===== src/rtl/rect_fill_engine.sv =====
// Rectangle-fill engine: polls an SRAM command mailbox, clips the rectangle to
// the screen, writes one pixel per clock into the VGA buffer, then clears "go".
module rect_fill_engine #(
  parameter int unsigned SCREEN_W = 640,
  parameter int unsigned SCREEN_H = 480,
  parameter int unsigned RD_LAT   = 2
) (
  input  logic        clk,
  input  logic        reset_n,
  output logic [7:0]  sram_address,
  output logic        sram_clken,
  output logic        sram_chipselect,
  output logic        sram_write,
  output logic [31:0] sram_writedata,
  output logic [3:0]  sram_byteenable,
  input  logic [31:0] sram_readdata,
  output logic [18:0] vga_buf_address,
  output logic        vga_buf_clken,
  output logic        vga_buf_chipselect,
  output logic        vga_buf_write,
  output logic [7:0]  vga_buf_writedata,
  output logic        busy,
  output logic [15:0] rect_count
);

  localparam int unsigned AW = 19;
  localparam int unsigned CW = $clog2(RD_LAT + 2);
  localparam logic [CW-1:0] LAT  = CW'(RD_LAT);
  // Extra poll phase used only out of reset so the first issue lands one cycle after release.
  localparam logic [CW-1:0] PRE  = CW'(RD_LAT + 1);
  localparam logic [9:0]    XMAX = 10'(SCREEN_W - 1);
  localparam logic [9:0]    YMAX = 10'(SCREEN_H - 1);

  typedef enum logic [2:0] {POLL, FETCH, CLIP, DRAW, ACK} state_t;

  state_t        state, state_d;
  logic [CW-1:0] cnt, cnt_d;
  logic [2:0]    idx, idx_d;
  logic [9:0]    x1, y1, x2, y2, x1_d, y1_d, x2_d, y2_d;
  logic [7:0]    colour, colour_d;
  logic [9:0]    x, y, x_d, y_d;
  logic [AW-1:0] row_base, row_base_d;
  logic [9:0]    x2c, y2c;

  logic [7:0]    sram_address_d;
  logic          sram_chipselect_d, sram_write_d;
  logic [AW-1:0] vga_buf_address_d;
  logic          vga_buf_write_d;
  logic [7:0]    vga_buf_writedata_d;
  logic          busy_d;
  logic [15:0]   rect_count_d;

  assign sram_clken      = 1'b1;
  assign vga_buf_clken   = 1'b1;
  assign sram_writedata  = 32'd0;
  assign sram_byteenable = 4'hF;

  assign x2c = (x2 > XMAX) ? XMAX : x2;
  assign y2c = (y2 > YMAX) ? YMAX : y2;

  // row * SCREEN_W as a sum of shifted copies of row, one per set bit of the stride.
  function automatic logic [AW-1:0] row_offset(input logic [9:0] row);
    logic [AW-1:0] acc;
    acc = '0;
    for (int i = 0; i < 19; i++) begin
      if (((SCREEN_W >> i) & 32'd1) != 32'd0) acc = acc + (AW'(row) << i);
    end
    return acc;
  endfunction

  always_comb begin
    state_d      = state;
    cnt_d        = cnt;
    idx_d        = idx;
    x1_d         = x1;
    y1_d         = y1;
    x2_d         = x2;
    y2_d         = y2;
    colour_d     = colour;
    x_d          = x;
    y_d          = y;
    row_base_d   = row_base;
    rect_count_d = rect_count;

    unique case (state)
      POLL: begin
        if (cnt == PRE) begin
          cnt_d = '0;
        end else if (cnt == LAT) begin
          cnt_d = '0;
          if (sram_readdata != 32'd0) begin
            state_d = FETCH;
            idx_d   = 3'd1;
          end
        end else begin
          cnt_d = cnt + CW'(1);
        end
      end
      FETCH: begin
        if (cnt == LAT) begin
          cnt_d = '0;
          case (idx)
            3'd1:    x1_d     = sram_readdata[9:0];
            3'd2:    y1_d     = sram_readdata[9:0];
            3'd3:    x2_d     = sram_readdata[9:0];
            3'd4:    y2_d     = sram_readdata[9:0];
            default: colour_d = sram_readdata[7:0];
          endcase
          if (idx == 3'd5) state_d = CLIP;
          else             idx_d   = idx + 3'd1;
        end else begin
          cnt_d = cnt + CW'(1);
        end
      end
      CLIP: begin
        if (x1 > x2c || y1 > y2c) begin
          state_d = ACK;
        end else begin
          x_d        = x1;
          y_d        = y1;
          row_base_d = row_offset(y1);
          state_d    = DRAW;
        end
      end
      DRAW: begin
        if (x == x2c) begin
          if (y == y2c) begin
            state_d = ACK;
          end else begin
            x_d        = x1;
            y_d        = y + 10'd1;
            row_base_d = row_base + AW'(SCREEN_W);
          end
        end else begin
          x_d = x + 10'd1;
        end
      end
      ACK: begin
        state_d      = POLL;
        cnt_d        = '0;
        rect_count_d = rect_count + 16'd1;
      end
      default: begin
        state_d = POLL;
        cnt_d   = '0;
      end
    endcase

    // Outputs are registered, so they are derived from the state being entered.
    sram_address_d      = (state_d == FETCH) ? 8'(idx_d) : 8'd0;
    sram_chipselect_d   = ((state_d == POLL || state_d == FETCH) && cnt_d == '0) ||
                          (state_d == ACK);
    sram_write_d        = (state_d == ACK);
    vga_buf_write_d     = (state_d == DRAW);
    vga_buf_address_d   = vga_buf_write_d ? (row_base_d + AW'(x_d)) : '0;
    vga_buf_writedata_d = vga_buf_write_d ? colour_d : 8'd0;
    busy_d              = (state_d != POLL);
  end

  always_ff @(posedge clk or negedge reset_n) begin
    if (!reset_n) begin
      state              <= POLL;
      cnt                <= PRE;
      idx                <= '0;
      x1                 <= '0;
      y1                 <= '0;
      x2                 <= '0;
      y2                 <= '0;
      colour             <= '0;
      x                  <= '0;
      y                  <= '0;
      row_base           <= '0;
      sram_address       <= '0;
      sram_chipselect    <= 1'b0;
      sram_write         <= 1'b0;
      vga_buf_address    <= '0;
      vga_buf_chipselect <= 1'b0;
      vga_buf_write      <= 1'b0;
      vga_buf_writedata  <= '0;
      busy               <= 1'b0;
      rect_count         <= '0;
    end else begin
      state              <= state_d;
      cnt                <= cnt_d;
      idx                <= idx_d;
      x1                 <= x1_d;
      y1                 <= y1_d;
      x2                 <= x2_d;
      y2                 <= y2_d;
      colour             <= colour_d;
      x                  <= x_d;
      y                  <= y_d;
      row_base           <= row_base_d;
      sram_address       <= sram_address_d;
      sram_chipselect    <= sram_chipselect_d;
      sram_write         <= sram_write_d;
      vga_buf_address    <= vga_buf_address_d;
      vga_buf_chipselect <= vga_buf_write_d;
      vga_buf_write      <= vga_buf_write_d;
      vga_buf_writedata  <= vga_buf_writedata_d;
      busy               <= busy_d;
      rect_count         <= rect_count_d;
    end
  end

endmodule


===== config.mk =====
export PLATFORM = sky130hd
export DESIGN_NAME = rect_fill_engine
export DESIGN_NICKNAME = d
export VERILOG_FILES = /design/src/rtl/rect_fill_engine.sv
export SDC_FILE = /design/constraint.sdc
export NUM_CORES = 1
export LEC_CHECK = 0
export BUFFER_PORTS_ARGS = -buffer_cell sky130_fd_sc_hd__buf_2
export CAP_MARGIN = 25
export CORE_ASPECT_RATIO = 1.75
export CORE_MARGIN = 2
export CORE_UTILIZATION = 37
export CTS_CLUSTER_SIZE = 40
export DETAILED_ROUTE_END_ITERATION = 6
export MAX_ROUTING_LAYER = met4
export PLACE_DENSITY = 0.52
export SYNTH_ARGS = -nofsm -noshare
export SYNTH_HDL_FRONTEND = slang
export SYNTH_SLANG_ARGS = --single-unit

===== constraint.sdc =====
create_clock -name clk -period 10.9 [get_ports clk]
set_input_delay 0.545 -clock clk [delete_from_list [all_inputs] [get_ports clk]]
set_output_delay 0.545 -clock clk [all_outputs]
set_load 0.03 [all_outputs]

; ---- Yosys cells after proc, flatten, opt, wreduce, memory -nomap -nowiden
; Index checks and enable logic that the tools add are counted.
[word_totals]
ff_bits = 145
inputBits = 34
output_inout_bits = 94
elab_cells = 107
[classes]
add_sub_neg = 8
magnitude_cmp = 4
eq_ne = 19
n_mux = 40
reduce_logical = 17
[op_table]
columns = cell, count
row1 = 2-to-1 mux 19 bit, 6
row2 = 2-to-1 mux 10 bit, 8
row3 = 2-to-1 mux 3 bit, 14
row4 = case mux 10 bit (2 select lines), 2
row5 = case mux 19 bit (2 select lines), 1
row6 = 2-to-1 mux 8 bit, 4
row7 = nonzero test 32 bit, 1
row8 = adder 10 x 1 -> 10 bit (second input constant), 2
row9 = == test 10 bit, 2
row10 = greater-than comparator 10 bit, 2
row11 = adder 19 x 10 -> 19 bit, 1
row12 = adder 19 x 10 -> 19 bit (second input constant), 1
row13 = adder 19 bit, 1
row14 = adder 16 x 1 -> 16 bit (second input constant), 1
row15 = == test 3 x 2 -> 1 bit (second input constant), 5
row16 = == test 3 bit (second input constant), 4
row17 = case mux 3 bit (4 select lines), 1
row18 = AND reduction 3 bit, 4
row19 = greater-than comparator 10 bit (second input constant), 1
row20 = greater-than comparator 10 x 9 -> 1 bit (second input constant), 1
row21 = == test 3 x 1 -> 1 bit (second input constant), 3
row22 = logical NOT 3 bit, 2
row23 = != test 2 bit (second input constant), 3
row24 = case mux 2 bit (3 select lines), 1
row25 = other kinds (13), 17

; ---- Depth between registers and ports, before layout
[depth]
ltp_word = 11
ltp_mapped = 28

; ---- Worst setup path before layout
; OpenSTA, ideal clock, no wires.
[synth_path]
path_type = reg2reg
startpoint = register x2[8]
endpoint = register vga_buf_address[12]
setup_ps = 86
t_arrival_ps = 5158
path_slack_ps = 5656
path_stages_with_launch = 25
path_buffers = 3
cell_sequence = dfrtp_1 > o21a_1 > buf_2 > nor2_1 > ha_1 > a21o_1 > a21o_1 > a2111oi_0 > o22ai_1 > clkbuf_1 > clkbuf_1 > nor2_1 > a21oi_1 > nor2_1 > a222oi_1 > fa_1 > nor2b_1 > o21ai_0 > nand2b_1 > nand2b_1 > or4b_1 > nand3_1 > o21ai_1 > o21a_1 > nor3_1
[synth_via]
elab_chain_cells = 8
[synth_lines]
columns = item, line_no
row1 = from (decl), 39  ; logic [9:0] x1, y1, x2, y2, x1_d, y1_d, x2_d, y2_d;
row2 = from (signal assigned), 167  ; x2 <= '0;
row3 = from (signal assigned), 188  ; x2 <= x2_d;
row4 = greater-than comparator 10 bit, 58  ; assign x2c = (x2 > XMAX) ? XMAX : x2;
row5 = 2-to-1 mux 10 bit *, 58
row6 = greater-than comparator 10 bit, 116  ; if (x1 > x2c || y1 > y2c) begin
row7 = logical OR 1 bit, 116
row8 = "2-to-1 mux 19 bit, or another cell as far along", 116
row9 = "case mux 19 bit (2 select lines), or another cell as far along", 85  ; unique case (state)
row10 = adder 19 x 10 -> 19 bit or == test 3 x 2 -> 1 bit (tied branches), "155, 154"
row11 = 2-to-1 mux 19 bit *, 155  ; vga_buf_address_d = vga_buf_write_d ? (row_base_d + AW'(x_d)) : '0;
row12 = via vga_buf_address_d[12], 47  ; logic [AW-1:0] vga_buf_address_d;
row13 = to (signal assigned), 197  ; vga_buf_address <= vga_buf_address_d;
row14 = to (decl), 17  ; output logic [18:0] vga_buf_address,
; Mark *: on every way through the listed nets, which the timed path passes. The rest lies on a longest branch.
; A chain may end at the register's enable or synchronous reset.

; ---- Final worst setup path
[layout_path]
startpoint = register x2[9]
endpoint = register vga_buf_address[12]
[layout_via]
elab_chain_cells = 8
[layout_lines]
columns = item, line_no
row1 = greater-than comparator 10 bit, 58
row2 = 2-to-1 mux 10 bit *, 58
row3 = greater-than comparator 10 bit, 116
row4 = logical OR 1 bit, 116
row5 = 2-to-1 mux 10 bit, 116
row6 = case mux 10 bit (2 select lines) *, 85
row7 = via x_d[2], 41  ; logic [9:0] x, y, x_d, y_d;
row8 = adder 19 x 10 -> 19 bit *, 155
row9 = 2-to-1 mux 19 bit *, 155
row10 = via vga_buf_address_d[12], 47
; Marks and branches as above.

==> metrics.md <==
| Metric | Value |
|---|---|
| Mapped cell area | 8950 um2 |
| Post-cts resize count | 0 |
| Root buf cell | clkbuf_16 |
| Hpwl dp | 17900 um |
| Max Slew Vio Count | 0 |
| Total power | approximately 1.5 mW |
| Area Growth Syn to Fin | 12.7% |
| Number of flops mapped to enable cells by yosys | 0 |
| Layout cells sized above 1 | 20.6% |
| Hold_buf cts | 0 |
| Max_cap viols | 0 |
| Synth Warn # | 0 |
| Worst r2r dst | vga_buf_address[12]$_DFF_PN0_ |
| Setup tns final | 0 ns |
| GR Overflow Total | 0 |
| FF+latch area | between 3000 and 4000 um2 |
| Cell count after placement | approximately 1300 |
| Layout fillers | 2386 |
| Final weighted congestion in routability-driven placement | ~0.84 |
| Area post-placement | 9490 um2 |
| DIE WIDTH | ~120 um |
| Max-slew headroom | about a third |
| Final Hold Fails | 0 |
| Largest net degree at the start of global routing | between 80 and 90 |
| Num CTS Buffers | 17 |
| Reg-to-reg setup timing slack | 4.74 ns |
| Setup crit end kind | register |
| Arrival time worst endpoint | 6.51 ns |
| Ys flop type | dfrtp_1 |
| Vias | roughly 7000 |
| Setup crit start kind | register |
| Multi-input logic area | between 4000 and 5000 um2 |
| Most frequent cells in the layout | dfrtp_1 (143), buf_2 (84), nand2_1 (68), nor2_1 (65), a21oi_1 (53) |
| Post-Route WL | ~24000 um |
| Post-Layout Inst Area | slightly above 10000 um2 |
| Antenna Nets Post-Route | 0 |
| Commonest non-fill, non-tap cell in the layout | dfrtp_1 |
| Vias in the first global route | approximately 7000 |
| Peak VDD IR | 96.4 uV |
| # clock sinks | ~150 |
| Initial antenna violation count | 0 |
| Pre-antenna DRT Iters | 4 |
| Starting density of the core | between 30% and 40% |
| CTS tree | yes |
| Die footprint | about 26000 um2 |
| Worst-case reg-to-reg path depth | 22 |
| Clock skew | between 0.007 and 0.008 ns |
| Post-CTS setup buffers | 0 |
| Maximum clock frequency | between 0.15 and 0.2 GHz |
| Type of the most critical hold path | input port to async pin |
| Port Buffer Count | 84 |
| #FFs+latches synth | 145 |
| Final period util | between 50 and 60% |
| Reg clk slew, reported paths | approximately 0.06 ns |
| Outcome | completed |
| Leakage | 4.73 nW |
| Total core area | roughly 24000 um2 |
| Worst Tran Pin Value | about 1 ns |
| Syn Inst Count | around 910 |
| Pwr Density | ~150 nW/um2 |
| Critical path type | register to register |
| Worst-Skew Late Latency | between 0.4 and 0.5 ns |
| Sequential area share after synthesis | a little over 40% |
| Overall routing resource usage | between 20% and 30% |
| Row count | 75 |
| Drt first-iter violations | between 200 and 300 |
| Layout Cells excl Fill | about 1300 |
| Die Y | between 200 and 250 um |
| Syn Area/Cell | slightly below 10 um2 |
| Routed len/inst | around 18 um |
| Via density | 5.36 |
| Inserted Diodes | 0 |
| NumNets Final | roughly 1100 |
| Worst Setup SP | x2[9]$_DFFE_PN0P_ |
| Largest fanout on the critical path | 22 |
| RSZ-0062 raised after global routing | no |
| Async SR Flop Fraction | 100% |
| Htree depth | 4 |
| Global-route wire length before repair | 37700 um |
| Clk buf depth | 2 |
| DRC Markers | 0 |
| Worst r2r src | x2[9]$_DFFE_PN0P_ |
| Fin crit period | between 6 and 7 ns |
| Critical Path RT | 11.25 ns |
| Post-layout util | about 42% |
| Ports | 128 |
| Count of final setup violators | 0 |
| Post-synth cell types | between 80 and 90 |
==> synth_stat cells, types with 10 or more instances <==
| cell type | count | area [um2] |
|---|---|---|
| and2_1 | 12 | 75.1 |
| nor2b_1 | 18 | 113 |
| mux2_2 | 52 | 586 |
| ha_1 | 47 | 588 |
| or3_1 | 11 | 68.8 |
| inv_1 | 38 | 143 |
| clkbuf_1 | 18 | 67.6 |
| nor4_1 | 15 | 93.8 |
| o22ai_1 | 18 | 113 |
| nand4_1 | 15 | 93.8 |
| nor2_1 | 66 | 248 |
| and3_1 | 10 | 62.6 |
| xor2_1 | 23 | 201 |
| buf_4 | 47 | 353 |
| dfrtp_1 | 143 | 3580 |
| a21o_1 | 11 | 82.6 |
| a21oi_1 | 53 | 265 |
| o211ai_1 | 14 | 105 |
| o21ai_0 | 33 | 165 |
| xnor2_1 | 20 | 175 |
| nand3_1 | 27 | 135 |
| nor3_1 | 15 | 75.1 |
| nand2_1 | 68 | 255 |
==> power by group <==
group | internal (mW) | switching [mW]
clock | 0.373 | 0.234
combinational | 0.102 | 0.190
sequential | 0.573 | 0.0426
==> how the worst max path moves through the flow <==
stage                                    end  cells past startpoint
6_report       vga_buf_address[12]$_DFF_PN0_                     22
5_1_grt        vga_buf_address[12]$_DFF_PN0_                     21
4_1_cts        vga_buf_address[12]$_DFF_PN0_                     22
3_5_place_dp   vga_buf_address[12]$_DFF_PN0_                     22
3_3_place_gp   vga_buf_address[12]$_DFF_PN0_                     22
2_1_floorplan  vga_buf_address[12]$_DFF_PN0_                     24
==> sequential cells by signal, summed over array words and instances (netlist names) <==
register	count
row_base	19
vga_buf_address	19
rect_count	16
x1	10
x2	10
x	10
y1	10
y2	10
y	10
colour	8
vga_buf_writedata	8
idx	3
sram_address	3
state	3
cnt	2
busy	1
sram_chipselect	1
sram_write	1
vga_buf_write	1
==> metal layers <==
layer	wire, um	GRT usage, %	vias up
met3	758	3.02	46
met2	13000	35.9	174
met4	964	9.83	0
met1	9150	21.3	3427
li1	-	-	3394
met5	0	-	-
==> through the flow <==
step                hold WS, ns  setup WS [ns]
finish                    0.158           4.74
global route              0.228           4.44
CTS                       0.188           4.71
detailed placement        0.462           4.77
global placement          0.462           4.89
floorplan                 0.249           5.66
==> final cells by class <==
class                           count  share of cell area (%)
Clock buffer                       24                    4.68
Clock inverter                      8                    1.28
Inverter                           39                    1.45
Multi-Input combinational cell    698                    48.0
Sequential cell                   145                    36.0
Tap cell                          308                    3.82
Timing Repair Buffer               92                    4.80
==> worst max-delay path, cell delays in order (launching register included) <==
cell	delay [ns]
dfrtp_1	0.45
o21a_1	0.43
nor2_1	0.09
ha_1	0.31
a21o_1	0.19
a21o_1	0.17
a2111oi_0	0.80
o221a_2	0.43
o21ai_2	0.07
buf_4	0.22
inv_1	0.35
o21ai_0	0.17
a221o_1	0.34
ha_1	0.32
nor2b_1	0.17
o21ai_0	0.10
nand2b_1	0.17
nand2b_1	0.10
or4b_1	0.47
nand3_1	0.24
o21ai_1	0.15
o21a_1	0.19
nor3_1	0.15
==> cell families (layout without fill, tap and decap cells) <==
kind of cell | Yosys count | count (layout) | share of synthesized area (%)
fa+ha+maj | 49 | 49 | 7.02
flops | 145 | 145 | 40.6
other cells | 2 | 44 | 0.0839
xor+xnor | 43 | 43 | 4.21
buf+inv | 113 | 163 | 7.28
mux | 58 | 58 | 7.21
compound gates | 208 | 208 | 16.5
simple gates | 296 | 296 | 17.1
Power figures use the tool's default switching activity.
